[config.mk]
export PLATFORM = sky130hd
export DESIGN_NAME = hms_clock
export DESIGN_NICKNAME = d
export VERILOG_FILES = /design/src/rtl/hms_clock_pkg.sv /design/src/rtl/hms_clock_key_debounce.sv /design/src/rtl/hms_clock.sv
export SDC_FILE = /design/constraint.sdc
export NUM_CORES = 1
export LEC_CHECK = 0
export BUFFER_PORTS_ARGS = -buffer_cell sky130_fd_sc_hd__buf_2
export CORE_MARGIN = 10
export CORE_UTILIZATION = 58
export CTS_BUF_LIST = sky130_fd_sc_hd__clkbuf_4 sky130_fd_sc_hd__clkbuf_8
export CTS_CLUSTER_DIAMETER = 80
export DETAILED_ROUTE_END_ITERATION = 10
export PLACE_DENSITY = 0.84
export SKIP_CTS_REPAIR_TIMING = 1
export SLEW_MARGIN = 20
export SYNTH_ARGS = -nofsm -noshare
export SYNTH_HDL_FRONTEND = slang
export SYNTH_SLANG_ARGS = --single-unit
[constraint.sdc]
create_clock -name clk -period 3.8 [get_ports clk]
set_clock_uncertainty 0.05 [all_clocks]
set_input_delay 0 -clock clk [delete_from_list [all_inputs] [get_ports clk]]
set_output_delay 0 -clock clk [all_outputs]
set_load 0.05 [all_outputs]
[src/rtl/hms_clock_pkg.sv]
// Shared types and constants for the HH.MM.SS clock: modes, 7-segment glyphs,
// digit enables and small arithmetic helpers.
package hms_clock_pkg;

    localparam int unsigned TIME_W = 6;

    typedef enum logic [1:0] {
        RUN      = 2'd0,
        PAUSE    = 2'd1,
        SET_HOUR = 2'd2,
        SET_MIN  = 2'd3
    } mode_t;

    // Active-low segments, bit 7 = decimal point (off), bits 6:0 = g..a
    localparam logic [7:0] NUMBER_0  = 8'hC0;
    localparam logic [7:0] NUMBER_1  = 8'hF9;
    localparam logic [7:0] NUMBER_2  = 8'hA4;
    localparam logic [7:0] NUMBER_3  = 8'hB0;
    localparam logic [7:0] NUMBER_4  = 8'h99;
    localparam logic [7:0] NUMBER_5  = 8'h92;
    localparam logic [7:0] NUMBER_6  = 8'h82;
    localparam logic [7:0] NUMBER_7  = 8'hF8;
    localparam logic [7:0] NUMBER_8  = 8'h80;
    localparam logic [7:0] NUMBER_9  = 8'h90;
    localparam logic [7:0] SEG_BLANK = 8'hFF;
    localparam logic [7:0] DP_MASK   = 8'h7F;

    localparam logic [5:0] DIGIT_BLOCK_1 = 6'b111110;
    localparam logic [5:0] DIGIT_BLOCK_2 = 6'b111101;
    localparam logic [5:0] DIGIT_BLOCK_3 = 6'b111011;
    localparam logic [5:0] DIGIT_BLOCK_4 = 6'b110111;
    localparam logic [5:0] DIGIT_BLOCK_5 = 6'b101111;
    localparam logic [5:0] DIGIT_BLOCK_6 = 6'b011111;

    function automatic logic [7:0] seg_of(input logic [3:0] digit);
        case (digit)
            4'd0:    seg_of = NUMBER_0;
            4'd1:    seg_of = NUMBER_1;
            4'd2:    seg_of = NUMBER_2;
            4'd3:    seg_of = NUMBER_3;
            4'd4:    seg_of = NUMBER_4;
            4'd5:    seg_of = NUMBER_5;
            4'd6:    seg_of = NUMBER_6;
            4'd7:    seg_of = NUMBER_7;
            4'd8:    seg_of = NUMBER_8;
            4'd9:    seg_of = NUMBER_9;
            default: seg_of = SEG_BLANK;
        endcase
    endfunction

    function automatic logic [TIME_W-1:0] wrap_inc(input logic [TIME_W-1:0] v,
                                                   input logic [TIME_W-1:0] max);
        return (v == max) ? '0 : v + 1'b1;
    endfunction

    function automatic logic [3:0] units_of(input logic [TIME_W-1:0] v);
        return 4'(v % TIME_W'(10));
    endfunction

    function automatic logic [3:0] tens_of(input logic [TIME_W-1:0] v);
        return 4'(v / TIME_W'(10));
    endfunction

endpackage

[src/rtl/hms_clock_key_debounce.sv]
// Active-low key conditioner: 2-flop synchroniser, stability counter and a
// single-cycle press pulse when a new low level is accepted.
module key_debounce #(
    parameter int unsigned DEBOUNCE_CYCLES = 500_000
) (
    input  logic clk,
    input  logic rst,
    input  logic key_n,
    output logic press
);
    localparam int unsigned CNT_W = (DEBOUNCE_CYCLES > 1) ? $clog2(DEBOUNCE_CYCLES) : 1;

    logic             sync1_q, sync2_q;
    logic             stable_q, stable_d;
    logic             press_q, press_d;
    logic [CNT_W-1:0] cnt_q, cnt_d;

    // Count consecutive samples that disagree with the accepted level
    always_comb begin
        cnt_d    = '0;
        stable_d = stable_q;
        press_d  = 1'b0;
        if (sync2_q != stable_q) begin
            if (cnt_q == CNT_W'(DEBOUNCE_CYCLES - 1)) begin
                stable_d = sync2_q;
                press_d  = ~sync2_q;
            end else begin
                cnt_d = cnt_q + 1'b1;
            end
        end
    end

    always_ff @(posedge clk) begin
        if (rst) begin
            sync1_q  <= 1'b1;
            sync2_q  <= 1'b1;
            stable_q <= 1'b1;
            press_q  <= 1'b0;
            cnt_q    <= '0;
        end else begin
            sync1_q  <= key_n;
            sync2_q  <= sync1_q;
            stable_q <= stable_d;
            press_q  <= press_d;
            cnt_q    <= cnt_d;
        end
    end

    assign press = press_q;

endmodule

[src/rtl/hms_clock.sv]
// 24-hour HH.MM.SS clock with set mode and 6-digit multiplexed 7-segment scan.
// Optional HMS_CLOCK_BLINK_EN blinks the digits being edited in set modes.
module hms_clock
    import hms_clock_pkg::*;
#(
    parameter int unsigned CLK_HZ          = 50_000_000,
    parameter int unsigned SCAN_DIV        = 50_000,
    parameter int unsigned DEBOUNCE_CYCLES = 500_000
) (
    input  logic       clk,
    input  logic       rst,
    input  logic       key_mode,
    input  logic       key_pause,
    input  logic       key_inc,
    output logic [7:0] number,
    output logic [5:0] digit_block,
    output logic [1:0] mode
);
    localparam int unsigned PRESC_W = (CLK_HZ > 1) ? $clog2(CLK_HZ) : 1;
    localparam int unsigned SCAN_W  = (SCAN_DIV > 1) ? $clog2(SCAN_DIV) : 1;

    logic mode_p, pause_p, inc_p;
    logic mode_win_c, pause_win_c, inc_win_c, tick_c;

    mode_t               mode_q, mode_d;
    logic [PRESC_W-1:0]  presc_q, presc_d;
    logic [TIME_W-1:0]   sec_q, sec_d, min_q, min_d, hr_q, hr_d;
    logic [SCAN_W-1:0]   scan_q, scan_d;
    logic [5:0]          digit_q, digit_d, next_digit_c;
    logic [7:0]          number_q, number_d, pattern_c;
    logic [3:0]          glyph_c;
    logic                dp_c, edit_hr_c, edit_min_c, blink_on_c;

    key_debounce #(.DEBOUNCE_CYCLES(DEBOUNCE_CYCLES)) u_key_mode (
        .clk(clk), .rst(rst), .key_n(key_mode), .press(mode_p));
    key_debounce #(.DEBOUNCE_CYCLES(DEBOUNCE_CYCLES)) u_key_pause (
        .clk(clk), .rst(rst), .key_n(key_pause), .press(pause_p));
    key_debounce #(.DEBOUNCE_CYCLES(DEBOUNCE_CYCLES)) u_key_inc (
        .clk(clk), .rst(rst), .key_n(key_inc), .press(inc_p));

    // Priority: mode over pause over inc
    assign mode_win_c  = mode_p;
    assign pause_win_c = pause_p & ~mode_p;
    assign inc_win_c   = inc_p & ~mode_p & ~pause_p;
    assign tick_c      = (mode_q == RUN) && (presc_q == PRESC_W'(CLK_HZ - 1));

    // Mode FSM, prescaler and time counters; ticks use the registered mode
    always_comb begin
        mode_d  = mode_q;
        presc_d = presc_q;
        sec_d   = sec_q;
        min_d   = min_q;
        hr_d    = hr_q;
        if (mode_q == RUN) presc_d = tick_c ? '0 : presc_q + 1'b1;
        if (tick_c) begin
            sec_d = wrap_inc(sec_q, TIME_W'(59));
            if (sec_q == TIME_W'(59)) begin
                min_d = wrap_inc(min_q, TIME_W'(59));
                if (min_q == TIME_W'(59)) hr_d = wrap_inc(hr_q, TIME_W'(23));
            end
        end
        case (mode_q)
            RUN, PAUSE: begin
                if (mode_win_c) begin
                    mode_d  = SET_HOUR;
                    presc_d = '0;
                end else if (pause_win_c) begin
                    mode_d = (mode_q == RUN) ? PAUSE : RUN;
                end
            end
            SET_HOUR: begin
                if (mode_win_c)     mode_d = SET_MIN;
                else if (inc_win_c) hr_d   = wrap_inc(hr_q, TIME_W'(23));
            end
            SET_MIN: begin
                if (mode_win_c) begin
                    mode_d  = RUN;
                    sec_d   = '0;
                    presc_d = '0;
                end else if (inc_win_c) begin
                    min_d = wrap_inc(min_q, TIME_W'(59));
                end
            end
        endcase
    end

`ifdef HMS_CLOCK_BLINK_EN
    logic [PRESC_W-1:0] blink_q, blink_d;

    assign blink_d    = (blink_q == PRESC_W'(CLK_HZ - 1)) ? '0 : blink_q + 1'b1;
    assign blink_on_c = (blink_q < PRESC_W'(CLK_HZ / 2));

    always_ff @(posedge clk) begin
        if (rst) blink_q <= '0;
        else     blink_q <= blink_d;
    end
`else
    assign blink_on_c = 1'b0;
`endif

    assign next_digit_c = {digit_q[4:0], digit_q[5]};

    // Glyph for the digit that becomes active at the next scan wrap
    always_comb begin
        glyph_c    = '0;
        dp_c       = 1'b0;
        edit_hr_c  = 1'b0;
        edit_min_c = 1'b0;
        case (next_digit_c)
            DIGIT_BLOCK_1: glyph_c = units_of(sec_q);
            DIGIT_BLOCK_2: glyph_c = tens_of(sec_q);
            DIGIT_BLOCK_3: begin glyph_c = units_of(min_q); dp_c = 1'b1; edit_min_c = 1'b1; end
            DIGIT_BLOCK_4: begin glyph_c = tens_of(min_q);  edit_min_c = 1'b1; end
            DIGIT_BLOCK_5: begin glyph_c = units_of(hr_q);  dp_c = 1'b1; edit_hr_c = 1'b1; end
            DIGIT_BLOCK_6: begin glyph_c = tens_of(hr_q);   edit_hr_c = 1'b1; end
            default: ;
        endcase
        if (blink_on_c && ((edit_hr_c && mode_q == SET_HOUR) || (edit_min_c && mode_q == SET_MIN)))
            pattern_c = SEG_BLANK;
        else
            pattern_c = seg_of(glyph_c) & (dp_c ? DP_MASK : SEG_BLANK);
    end

    // Scan: digit enable and segment pattern update together at wrap
    always_comb begin
        scan_d   = scan_q + 1'b1;
        digit_d  = digit_q;
        number_d = number_q;
        if (scan_q == SCAN_W'(SCAN_DIV - 1)) begin
            scan_d   = '0;
            digit_d  = next_digit_c;
            number_d = pattern_c;
        end
    end

    always_ff @(posedge clk) begin
        if (rst) begin
            mode_q   <= RUN;
            presc_q  <= '0;
            sec_q    <= '0;
            min_q    <= '0;
            hr_q     <= '0;
            scan_q   <= '0;
            digit_q  <= DIGIT_BLOCK_1;
            number_q <= SEG_BLANK;
        end else begin
            mode_q   <= mode_d;
            presc_q  <= presc_d;
            sec_q    <= sec_d;
            min_q    <= min_d;
            hr_q     <= hr_d;
            scan_q   <= scan_d;
            digit_q  <= digit_d;
            number_q <= number_d;
        end
    end

    assign number      = number_q;
    assign digit_block = digit_q;
    assign mode        = mode_q;

endmodule

Yosys cells after proc, flatten, opt, wreduce, memory -nomap -nowiden:

Memory sizes are Yosys's and may differ from the RTL's.
Cells that the tools add are included.

* ROM bits: 112
* input bits: 5
* memories: 1
* output and inout bits: 16
* logic and storage cells: 122
* register bits: 145

Memory list
* (no name shown): depth 16, bits a word 7, rd ports 1, clocked after Yosys merged registers in 0, wr ports 0, line hms_clock_pkg.sv:36 `case (digit)`

* multiplexer cells: 30
* reductions and logical operators: 16
* equality and inequality tests: 23
* div/mod/pow operators: 6
* $add $sub $neg: 8
* bitwise operators: 15

Operators with widths (number)
* $mux 26: 4
* $mux 6: 17
* $add 19x1->19 const B: 3
* $eq 19x19->1 const B: 3
* $eq 6x6->1 const B: 7
* $add 26x1->26 const B: 1
* $eq 26x26->1 const B: 1
* $pmux 4 s6: 1
* $reduce_or 3->1: 7
* $add 6x1->6 const B: 3
* $div 6x4->6 const B: 3
* $mod 6x4->6 const B: 3
* $add 16x1->16 const B: 1
* $eq 16x16->1 const B: 1
* $eq 6x5->1 const B: 2
* $not 1->1: 11
* $and 8x8->8: 1
* $mux 2: 4
* $mux 8: 1
* $pmux 2 s3: 1
* $reduce_and 2->1: 3
* $reduce_or 2->1: 3
* $eq 2x2->1 const B: 2
* $ne 2x1->1 const B: 2
* 8 further kinds: 13

Longest topological paths before layout:

Gate-level depths: netlist of run 1.

* depth in word-level cells: 8
* gate-level depth with buffers: 19
* depth with buffers taken out: 16

Hierarchy:

A second synthesis of run 1 with hierarchy kept.

* cells, all modules: 868
* area total of the unflattened synthesis: 7415.9 um^2

Modules (own cells, without submodules)
* hms_clock: seq. area each 1521.5 um^2, instances 1, area an instance 4409.2 um^2, cells each 526
* key_debounce: seq. area each 460.4 um^2, instances 3, area an instance 1002.2 um^2, cells each 114

Worst setup path after synthesis of run 1:

OpenSTA, ideal clock, no wires.

* kind: reg2reg
* start: register digit_q[2] (netlist: digit_block[2])
* end: register number_q[0] (netlist: number[0])
* setup time: 0.074 ns
* cell stages (with the launch flop): 18
* slack: -0.201 ns
* buffers on the path: 2
* data arrival time: 3.876 ns
* path through: dfxtp_1 buf_6 nand4_2 o31ai_2 and3_1 clkbuf_4 inv_4 ha_1 a31oi_1 o22ai_1 a221o_2 nand2_1 ha_1 nor3_1 a31oi_2 and3_1 a31o_4 o22ai_2

* word-level cells in the longest chain between the ends: 4

Ends and longest elaborated chain
* start, declared: line hms_clock.sv:29 `logic [5:0] digit_q, digit_d, next_digit_c;`
* start signal, assigned: line hms_clock.sv:153 `digit_q <= digit_d;`
* $eq 6x5->1 or $eq 6x6->1 (tied branches): line hms_clock.sv:109 `case (next_digit_c)`
* $pmux 4 s6 *: line hms_clock.sv:109
* $mem_v2 16x7 *
* $and 8x8->8 *: line hms_clock.sv:121 `pattern_c = seg_of(glyph_c) & (dp_c ? DP_MASK : SEG_BLANK);`
* end signal, assigned: line hms_clock.sv:154 `number_q <= number_d;`
* end, declared: line hms_clock.sv:30 `logic [7:0] number_q, number_d, pattern_c;`

Every way passes the cells marked *; elsewhere a longest branch is shown, timed or not.
A chain may end at the register's enable or synchronous reset.

Worst setup path after layout of run 1:

* start: register digit_q[3] (netlist: digit_block[3])
* end: register number_q[3] (netlist: number[3])

Same word-level chain as after synthesis.

==> flow_metrics.env, run 1 <==
export IMPL_ff2ff_path_depth=15
export IMPL_viasPerCell=5.525
export IMPL_grt_pass1_wl_um=24080
export IMPL_slew_viol_final=0
export IMPL_grt_usage=0.1606
export IMPL_synth_edf_count=0
export IMPL_cts_tree="done"
export IMPL_period_share=0.9509
export IMPL_synth_xor_area_frac=0.1201
export IMPL_routed_wl_um=13980
export IMPL_place_hpwl_um=9615
export IMPL_path_class="reg2reg"
export IMPL_row_count=40
export IMPL_die_area_sq_um=17310
export IMPL_synthArstFlopShare=0
export IMPL_synth_largest_area_cell="dfxtp_1"
export IMPL_grt_max_degree=28
export IMPL_antenna_found_initial=0
export IMPL_synthMuxAreaShare=0.02878
export IMPL_finalCriticalPeriod_ps=3613
export IMPL_drive_gt1_frac=0.1382
export IMPL_cp_arrival_ps=3940
export IMPL_rr_startpoint="digit_block[3]"
export IMPL_vias=5807
export IMPL_maxSlewHeadroom=0.5089
export IMPL_die_y_um=131.6
export IMPL_status="finished, final reports clean"
export IMPL_path_clk_slew_ps=80
export IMPL_r2r_end="number[3]"
export IMPL_antenna_cells=0
export IMPL_synth_seq_cells=145
export IMPL_cp_end_kind="register"
export IMPL_drcViolationCount=0
export IMPL_synth_compound_area_frac=0.09691
export IMPL_top_level_ports=21
export IMPL_yosysWarnings=0
export IMPL_syn_nets=864
export IMPL_max_freq_ghz=0.2768
export IMPL_pre_cts_ws_ps=18.07
export IMPL_synthTopCellsByArea="dfxtp_1, nor2_1, xor2_1"
export IMPL_max_slew_worst_pin_slew_ps=728.9
export IMPL_p_per_area_nw_per_um2=354.0
export IMPL_htree_levels=4
export IMPL_avgSynthCellArea_sq_um=8.551
export IMPL_final_setup_worst_slack_ps=186.7
export IMPL_finalSetupViolCount=0
export IMPL_drt_first_iter_violations=377
export IMPL_io_buffers=20
export IMPL_required_ps=4120
export IMPL_area_growth_pct=10.73
export IMPL_grt_pass1_vias=5210
export IMPL_hold_depth=3
export IMPL_rsz0062_at_grt="no"
export IMPL_synthDominantCellAreaShare=0.4022
export IMPL_synth_simple_area_share=0.2885
export IMPL_hp_start="key_mode"
export IMPL_fin_hold_ws_ps=216.9
export IMPL_ys_seq_area_frac=0.4022
export IMPL_die_w_um=131.6
export IMPL_cts_max_path_buffers=2
export IMPL_firstDrtPassIters=5
export IMPL_finalSetupTns_ps=0
export IMPL_cp_max_fo=7
export IMPL_synthFlopType="dfxtp_1"
export IMPL_ff2ff_setup_slack_ps=190
export IMPL_synth_area_sq_um=7217
export IMPL_cts_root_buffer="clkbuf_8"
export IMPL_nNetsFinal=891
export IMPL_cts_sinks=145
export IMPL_gp_congestion=0.9181
export IMPL_yosysUniqueCellTypes=80
export IMPL_synth_top_family_by_area="simple AND/OR/NAND/NOR gates"
export IMPL_fp_coreArea_sq_um=12110
export IMPL_hold_end="u_key_mode.sync1_q"
export IMPL_synth_cells=844
export IMPL_power_leakage_nw=2.961
export IMPL_min_path_type="in2reg"
export IMPL_synth_fa_ha_area_frac=0.02601
export IMPL_clock_latency_ps=450
export IMPL_cp_start_kind="register"
export IMPL_max_cap_viol_count=0
export IMPL_cts_buffers=17
export IMPL_gr_total_overflow=0
export IMPL_drtAntennaViolNets=0
export IMPL_finalHoldViolations=0
export IMPL_start_util=0.5959
export IMPL_ir_drop_mv=0.4961
export IMPL_setup_worst_path_start="digit_block[3]"
export IMPL_wire_per_inst_um=13.31
## worst max-delay path: stages, from the launching register on
cell and delay, ps:
dfxtp_1 360, and2_4 200, o31ai_4 250, and3_4 260, inv_4 60, ha_2 300
a31oi_2 170, o22ai_1 110, a221o_2 400, nand2_1 70, ha_1 250, nor3_1 250
a31oi_2 170, and3_1 210, a31o_4 270, o22ai_2 150
## per-layer routing
layer / share of wire / global-route usage
met5: 0 / 0
met4: 0.023 / 0.06675
met3: 0.035 / 0.03506
met2: 0.48 / 0.2584
met1: 0.47 / 0.2034
## power breakdown
| group | internal, mW | switching, mW |
|---|---|---|
| registers | 1.52 | 0.00688 |
| clock network | 0.665 | 0.589 |
| logic | 0.0154 | 0.0281 |
| total | 2.21 | 0.624 |
## placed cells by master (no fill, tap or decap), types with 4 or more instances in the layout
| cell | count |
|---|---|
| o21ai_0 | 17 |
| ha_1 | 14 |
| nor4b_1 | 7 |
| xor2_1 | 59 |
| nor2_1 | 160 |
| a21oi_1 | 20 |
| dfxtp_1 | 140 |
| nor3_1 | 9 |
| a211oi_1 | 5 |
| nand4_1 | 24 |
| buf_4 | 15 |
| and3_1 | 35 |
| nand2_1 | 62 |
| dlygate4sd3_1 | 4 |
| mux2i_1 | 17 |
| a31oi_1 | 6 |
| or3_1 | 9 |
| clkbuf_8 | 17 |
| and2_1 | 4 |
| nand3_1 | 63 |
| dfxtp_4 | 4 |
| buf_2 | 20 |
| inv_1 | 16 |
| nand2b_1 | 5 |
| xnor2_1 | 40 |
| or2_2 | 9 |
## final cells by class
cell class / count / area [sq um]
timing repair buffer: 40 / 257.7
sequential: 145 / 2919
tap: 168 / 210.2
multi-input combinational: 648 / 4124
fill: 973 / 4120
clock inverter: 12 / 157.7
clock buffer: 19 / 249.0
inverter: 19 / 73.82
## per-stage QoR
| stage | area (sq um) | util | power (mW) | instances |
|---|---|---|---|---|
| after global routing | 7991 | 0.6598 | 2.923 | 1051 |
| after global placement | 7395 | 0.6105 | 1.607 | 1006 |
| after CTS | 7801 | 0.6441 | 2.849 | 1037 |
| after detailed placement | 7395 | 0.6105 | 1.609 | 1006 |
| after floorplan | 7228 | - | 1.599 | 844 |
| final | 7991 | 0.6598 | 2.829 | 1051 |
## Yosys cell counts, types with 2 or more instances
cell,number
and3_1,36
and2b_2,2
o31ai_1,4
o211a_1,2
xor2_1,59
buf_6,7
a21oi_1,20
and4_1,4
o22ai_1,2
nand4_1,24
or2_2,9
clkbuf_1,21
dfxtp_1,145
or2b_1,2
mux2_2,2
nor2_1,161
nand2_1,62
inv_1,17
nand3_1,63
buf_2,2
nand3b_1,3
mux2i_1,17
nand2b_1,5
o21ai_0,17
o31ai_2,2
o22ai_2,3
nor3_1,9
a211oi_1,5
nor3b_1,2
or3_1,9
xnor2_1,40
nor4_1,2
o41ai_1,2
nor2b_1,3
ha_1,15
o211ai_1,2
and3b_1,3
a221oi_1,3
and2_1,4
a21o_1,2
nor4b_1,7
a31oi_1,7
## registers in the layout, indices dropped and copies added (netlist names), 2 cells and up
| register | count |
|---|---|
| hr_q | 6 |
| u_key_pause.cnt_q | 19 |
| scan_q | 16 |
| mode | 2 |
| sec_q | 6 |
| presc_q | 26 |
| number | 8 |
| min_q | 6 |
| digit_block | 6 |
| u_key_mode.cnt_q | 19 |
| u_key_inc.cnt_q | 19 |
## logic make-up (layout without fill, tap and decap cells)
group | Yosys count | after routing
adders and majority gates | 15 | 15
buffers and inverters | 52 | 90
DFF | 145 | 145
and+or+nand+nor | 421 | 422
muxes | 20 | 20
xor gates and xnor gates | 99 | 99
AOI/OAI and AO/OA | 92 | 92
## how the worst max path moves through the flow
stage | endpoint | slack [ps] | cells after the start
final | number[3] | 190 | 15
after global routing | number[3] | 10 | 15
after CTS | number[4] | -70 | 16
after detailed placement | number[4] | 20 | 16
after global placement | number[4] | 110 | 16
after floorplan | number[0] | 0.6 | 17
(Power assumes the default switching activity.)
==> run 2: changes to the inputs <==
--- a/config.mk
+++ b/config.mk
@@ -7,11 +7,11 @@
 export LEC_CHECK = 0
 export BUFFER_PORTS_ARGS = -buffer_cell sky130_fd_sc_hd__buf_2
 export CORE_MARGIN = 10
-export CORE_UTILIZATION = 58
+export CORE_UTILIZATION = 65
 export CTS_BUF_LIST = sky130_fd_sc_hd__clkbuf_4 sky130_fd_sc_hd__clkbuf_8
 export CTS_CLUSTER_DIAMETER = 80
 export DETAILED_ROUTE_END_ITERATION = 10
-export PLACE_DENSITY = 0.84
+export PLACE_DENSITY = 0.89
 export SKIP_CTS_REPAIR_TIMING = 1
 export SLEW_MARGIN = 20
 export SYNTH_ARGS = -nofsm -noshare
==> constraint.sdc (replaced) <==
create_clock -name clk -period 3.9 [get_ports clk]
set_clock_uncertainty 0.05 [all_clocks]
set_input_delay 0 -clock clk [delete_from_list [all_inputs] [get_ports clk]]
set_output_delay 0 -clock clk [all_outputs]
set_load 0.05 [all_outputs]
==> run 2 against run 1 <==
Global-route usage increased by 1.7 points. Die area decreased by 9.2%. Utilization increased by 6.2 points. First-iteration DRC count increased by 24%. Setup slack got worse by 79 ps. Final cell count decreased by 3.5%. Fmax decreased by 4.7%. Critical endpoint is now number[4]. Largest cell class unchanged.
==> flow_metrics.env, run 2 (synthesized netlist as in run 1, its figures left out) <==
export IMPL_top_level_ports=21
export IMPL_status="finished, final reports clean"
export IMPL_gr_total_overflow=0
export IMPL_hold_end="u_key_inc.sync1_q"
export IMPL_clkPwrFrac=0.443
export IMPL_cp_end_kind="register"
export IMPL_drt_first_iter_violations=467
export IMPL_area_growth_pct=8.391
export IMPL_start_util=0.6657
export IMPL_pre_cts_ws_ps=86.82
export IMPL_final_cell_mix="nor2_1, dfxtp_1, nand3_1, nand2_1, xor2_1"
export IMPL_finalSetupViolCount=0
export IMPL_maxSlewHeadroom=0.4925
export IMPL_seq_power_share=0.541
export IMPL_die_area_sq_um=15720
export IMPL_io_buffers=20
export IMPL_fillers=815
export IMPL_max_cap_viol_count=0
export IMPL_finalHoldViolations=0
export IMPL_hp_start="key_inc"
export IMPL_grt_pass1_wl_um=24150
export IMPL_switchingPower_uw=616.3
export IMPL_swShare=0.2232
export IMPL_cts_root_buffer="clkbuf_8"
export IMPL_drive_gt1_frac=0.1213
export IMPL_required_ps=4240
export IMPL_nNetsFinal=881
export IMPL_finalSetupTns_ps=0
export IMPL_die_w_um=125.4
export IMPL_row_count=38
export IMPL_cts_max_path_buffers=2
export IMPL_firstDrtPassIters=5
export IMPL_path_clk_slew_ps=80
export IMPL_path_class="reg2reg"
export IMPL_fp_coreArea_sq_um=10840
export IMPL_place_hpwl_um=9639
export IMPL_grt_max_degree=28
export IMPL_cts_sinks=145
export IMPL_ff2ff_path_depth=16
export IMPL_cp_start_kind="register"
export IMPL_die_y_um=125.4
export IMPL_power_leakage_nw=2.888
export IMPL_htree_levels=4
export IMPL_ff2ff_setup_slack_ps=110
export IMPL_cts_tree="done"
export IMPL_intPower_mw=2.145
export IMPL_max_slew_worst_pin_slew_ps=759.4
export IMPL_viasPerCell=5.761
export IMPL_hold_depth=3
export IMPL_grt_usage=0.1771
export IMPL_ir_drop_mv=0.5023
export IMPL_slew_viol_final=0
export IMPL_largest_register_ffs=26
export IMPL_antenna_found_initial=0
export IMPL_gp_congestion=0.8549
export IMPL_cts_buffers=17
export IMPL_finalCriticalPeriod_ps=3792
export IMPL_top_register="presc_q"
export IMPL_wire_per_inst_um=13.94
export IMPL_antenna_cells=0
export IMPL_max_freq_ghz=0.2637
export IMPL_r2r_end="number[4]"
export IMPL_drtAntennaViolNets=0
export IMPL_fin_hold_ws_ps=226.9
export IMPL_grt_pass1_vias=5490
export IMPL_p_per_area_nw_per_um2=353.0
export IMPL_rr_startpoint="digit_block[2]"
export IMPL_final_common_cell="nor2_1"
export IMPL_min_path_type="in2reg"
export IMPL_clock_latency_ps=460
export IMPL_cp_arrival_ps=4130
export IMPL_period_share=0.9723
export IMPL_p_comb_frac=0.016
export IMPL_cp_max_fo=10
export IMPL_final_setup_worst_slack_ps=108.0
export IMPL_routed_wl_um=14140
export IMPL_vias=5842
export IMPL_drcViolationCount=0
run 2: cell count changes in the layout (fill, tap and decap cells not counted), moves of 2 or more:
cell,change
clkinv_4,-2
clkbuf_8,+3
buf_4,-8
a221oi_2,-3
clkinv_2,-2
o31ai_4,-2
dfxtp_2,+3
a221oi_1,+3
dfxtp_4,-4
clkinvlp_4,+3
run 2: layout make-up:
| type | count | area, sq um | area share |
|---|---|---|---|
| Multi-Input combinational cell | 647 | 4058 | 0.5187 |
| Sequential cell | 145 | 2908 | 0.3717 |
| Inverter | 19 | 73.82 | 0.009437 |
| Timing Repair Buffer | 31 | 192.7 | 0.02463 |
| Tap cell | 140 | 175.2 | 0.02239 |
| Clock buffer | 22 | 290.3 | 0.03711 |
| Clock inverter | 10 | 125.1 | 0.01599 |
run 2: through the flow:
step	cell area, sq um	utilization	std cells	total power, mW
6_report	7823	0.7216	1014	2.761
5_1_grt	7823	0.7216	1014	2.847
4_1_cts	7761	0.7160	1009	2.776
3_5_place_dp	7346	0.6776	977	1.569
3_3_place_gp	7346	0.6776	977	1.567
2_1_floorplan	7222	-	844	1.559
run 2: metal layers:
layer,GRT usage,wire [um],part of all wire
met5,0,0,0
met3,0.04943,592,0.042
met2,0.2922,6713,0.47
met1,0.2090,6416,0.45
met4,0.08266,412,0.029
run 2: worst max-delay path by stage:
stage                end      startpoint  slack (ps)  cells past startpoint
2_1_floorplan  number[0]  digit_block[1]           3                     17
3_3_place_gp   number[4]  digit_block[3]         200                     16
3_5_place_dp   number[3]  digit_block[2]          90                     15
4_1_cts        number[3]  digit_block[4]          30                     15
5_1_grt        number[4]  digit_block[2]         -50                     16
6_report       number[4]  digit_block[2]         110                     16
run 2: power by group through the flow:
stage / logic [mW] / registers (mW) / clock network (mW)
final: 0.0435 / 1.49 / 1.22
after global routing: 0.0493 / 1.50 / 1.30
after CTS: 0.0410 / 1.49 / 1.24
after detailed placement: 0.0397 / 1.53 / 0
after global placement: 0.0382 / 1.53 / 0
after floorplan: 0.0310 / 1.53 / 0
run 2: worst max-delay path, cell delays in order, from the launching register on:
cell and delay (ps):
dfxtp_2 430, and4_2 380, nand3_1 130, and3_4 240, inv_4 80, ha_2 310
a31oi_1 190, o22ai_1 130, a221o_2 400, nand2_1 70, ha_1 250, inv_1 120
a31o_1 150, o2111ai_4 160, nand2_4 190, mux2_4 320, a22oi_2 110
==> run 3: changes to the inputs <==
--- a/config.mk
+++ b/config.mk
@@ -5,13 +5,14 @@
 export SDC_FILE = /design/constraint.sdc
 export NUM_CORES = 1
 export LEC_CHECK = 0
+export ABC_CLOCK_PERIOD_IN_PS = 3900
 export BUFFER_PORTS_ARGS = -buffer_cell sky130_fd_sc_hd__buf_2
 export CORE_MARGIN = 10
-export CORE_UTILIZATION = 65
+export CORE_UTILIZATION = 55
 export CTS_BUF_LIST = sky130_fd_sc_hd__clkbuf_4 sky130_fd_sc_hd__clkbuf_8
 export CTS_CLUSTER_DIAMETER = 80
 export DETAILED_ROUTE_END_ITERATION = 10
-export PLACE_DENSITY = 0.89
+export PLACE_DENSITY = 0.78
 export SKIP_CTS_REPAIR_TIMING = 1
 export SLEW_MARGIN = 20
 export SYNTH_ARGS = -nofsm -noshare
==> run 3 against run 2 <==
Via count is 3.5% lower. Register-to-register slack better by 90 ps. Worst hold slack worse by 17 ps. Critical path depth is 1 lower. Clock power is 4% higher. Final cell count is 3.1% higher. Setup slack better by 88 ps. Sequential power hardly changed. Non-clock buffer count is 1 lower. Final area is 0.72% higher. Critical path type unchanged. Critical endpoint is now number[3]. Largest cell class unchanged.
==> flow_metrics.env, run 3 (synthesized netlist as in run 1, its figures left out) <==
export IMPL_die_y_um=134.6
export IMPL_finalSetupTns_ps=0
export IMPL_cp_arrival_ps=4040
export IMPL_top_register="presc_q"
export IMPL_required_ps=4240
export IMPL_grt_max_degree=28
export IMPL_gr_total_overflow=0
export IMPL_cpPeakStageDelay_ps=440
export IMPL_max_slew_worst_pin_slew_ps=734.9
export IMPL_ir_drop_mv=0.2883
export IMPL_largest_register_ffs=26
export IMPL_grt_pass1_vias=5188
export IMPL_cts_max_path_buffers=2
export IMPL_drt_first_iter_violations=476
export IMPL_max_cap_viol_count=0
export IMPL_cp_end_kind="register"
export IMPL_cts_sinks=145
export IMPL_grt_usage=0.1532
export IMPL_clock_latency_ps=460
export IMPL_dp_cells=1009
export IMPL_row_count=41
export IMPL_fp_coreArea_sq_um=12720
export IMPL_grt_pass1_wl_um=23520
export IMPL_top_level_ports=21
export IMPL_rsz0062_at_grt="no"
export IMPL_final_setup_worst_slack_ps=196.0
export IMPL_crit_top_cell="ha_1"
export IMPL_drtAntennaViolNets=0
export IMPL_min_path_type="in2reg"
export IMPL_drive_gt1_frac=0.1214
export IMPL_final_cell_mix="nor2_1, dfxtp_1, nand3_1, nand2_1, xor2_1"
export IMPL_maxSlewHeadroom=0.5089
export IMPL_instances_no_fill=1045
export IMPL_placed_area_sq_um=7386
export IMPL_pre_cts_ws_ps=116.7
export IMPL_finalCriticalPeriod_ps=3704
export IMPL_io_buffers=20
export IMPL_firstDrtPassIters=5
export IMPL_cts_tree="done"
export IMPL_period_share=0.9497
export IMPL_slowest_stage="dfxtp_2"
export IMPL_power_mw=2.811
export IMPL_place_hpwl_um=9346
export IMPL_finalSetupViolCount=0
export IMPL_slew_viol_final=0
export IMPL_power_leakage_nw=2.907
export IMPL_area_growth_pct=9.171
export IMPL_routed_wl_um=13470
export IMPL_cts_root_buffer="clkbuf_8"
export IMPL_stdcell_area_sq_um=7879
export IMPL_viasPerCell=5.392
export IMPL_nNetsFinal=880
export IMPL_antenna_cells=0
export IMPL_final_common_cell="nor2_1"
export IMPL_die_w_um=134.6
export IMPL_cp_max_fo=10
export IMPL_finish_utilization=0.6193
export IMPL_status="finished, final reports clean"
export IMPL_antenna_found_initial=0
export IMPL_start_util=0.5673
export IMPL_path_class="reg2reg"
export IMPL_wire_per_inst_um=12.89
export IMPL_cp_start_kind="register"
export IMPL_crit_path_cell_trace="nand4_2, o31ai_2, and3_2, inv_4, ha_1, a31oi_1, o22ai_1, a221o_2, nand2_1, ha_1, nor3_1, a31oi_2, and3_1, a31o_4, o22ai_2"
export IMPL_drcViolationCount=0
export IMPL_fin_hold_ws_ps=209.7
export IMPL_die_area_sq_um=18100
export IMPL_max_freq_ghz=0.2700
export IMPL_gp_congestion=0.8828
export IMPL_vias=5635
export IMPL_htree_levels=4
export IMPL_finalHoldViolations=0
export IMPL_path_clk_slew_ps=90
export IMPL_p_per_area_nw_per_um2=356.8
export IMPL_cts_buffers=17
-- run 3: layer usage --
metal,vias up,wire length [um],track usage
met5,-,0,0
met4,0,201,0.05381
met3,19,443,0.04191
met2,79,6148,0.2400
met1,2579,6672,0.1979
li1,2958,-,-
-- run 3: final timing paths --
| path | start | to | slack (ps) | cells past startpoint |
|---|---|---|---|---|
| worst max-delay path | digit_block[0] | number[3] | 200 | 15 |
| worst min-delay path | key_mode | u_key_mode.sync1_q | 210 | 3 |
| worst max register to register | digit_block[0] | number[3] | 200 | 15 |
| worst min register to register | u_key_pause.sync1_q | u_key_pause.sync2_q | 360 | 1 |
-- run 3: where the power goes --
group | leakage, nW | switching (mW) | internal, mW | total, mW
clock network | 0.219 | 0.603 | 0.671 | 1.27
logic | 1.52 | 0.0274 | 0.0150 | 0.0424
registers | 1.17 | 0.00641 | 1.49 | 1.49
-- run 3: layout make-up --
type                    count  area, sq um
clock buffers              19        255.2
clock inverters            13        176.4
fillers                  1088         4843
inverters                  19        73.82
multi-input cells         647         4065
flip-flops and latches    145         2908
well taps                 172        215.2
repair buffers             30        185.2
-- run 3: critical path: cells and delay by family (launching register included) --
family                   cells  cell delay, ps
adder cells (fa/ha/maj)      2             590
AND/OR/NAND/NOR              5             960
flip-flops                   1             440
buffers and inverters        1              70
AO/OA/AOI/OAI                7            1530
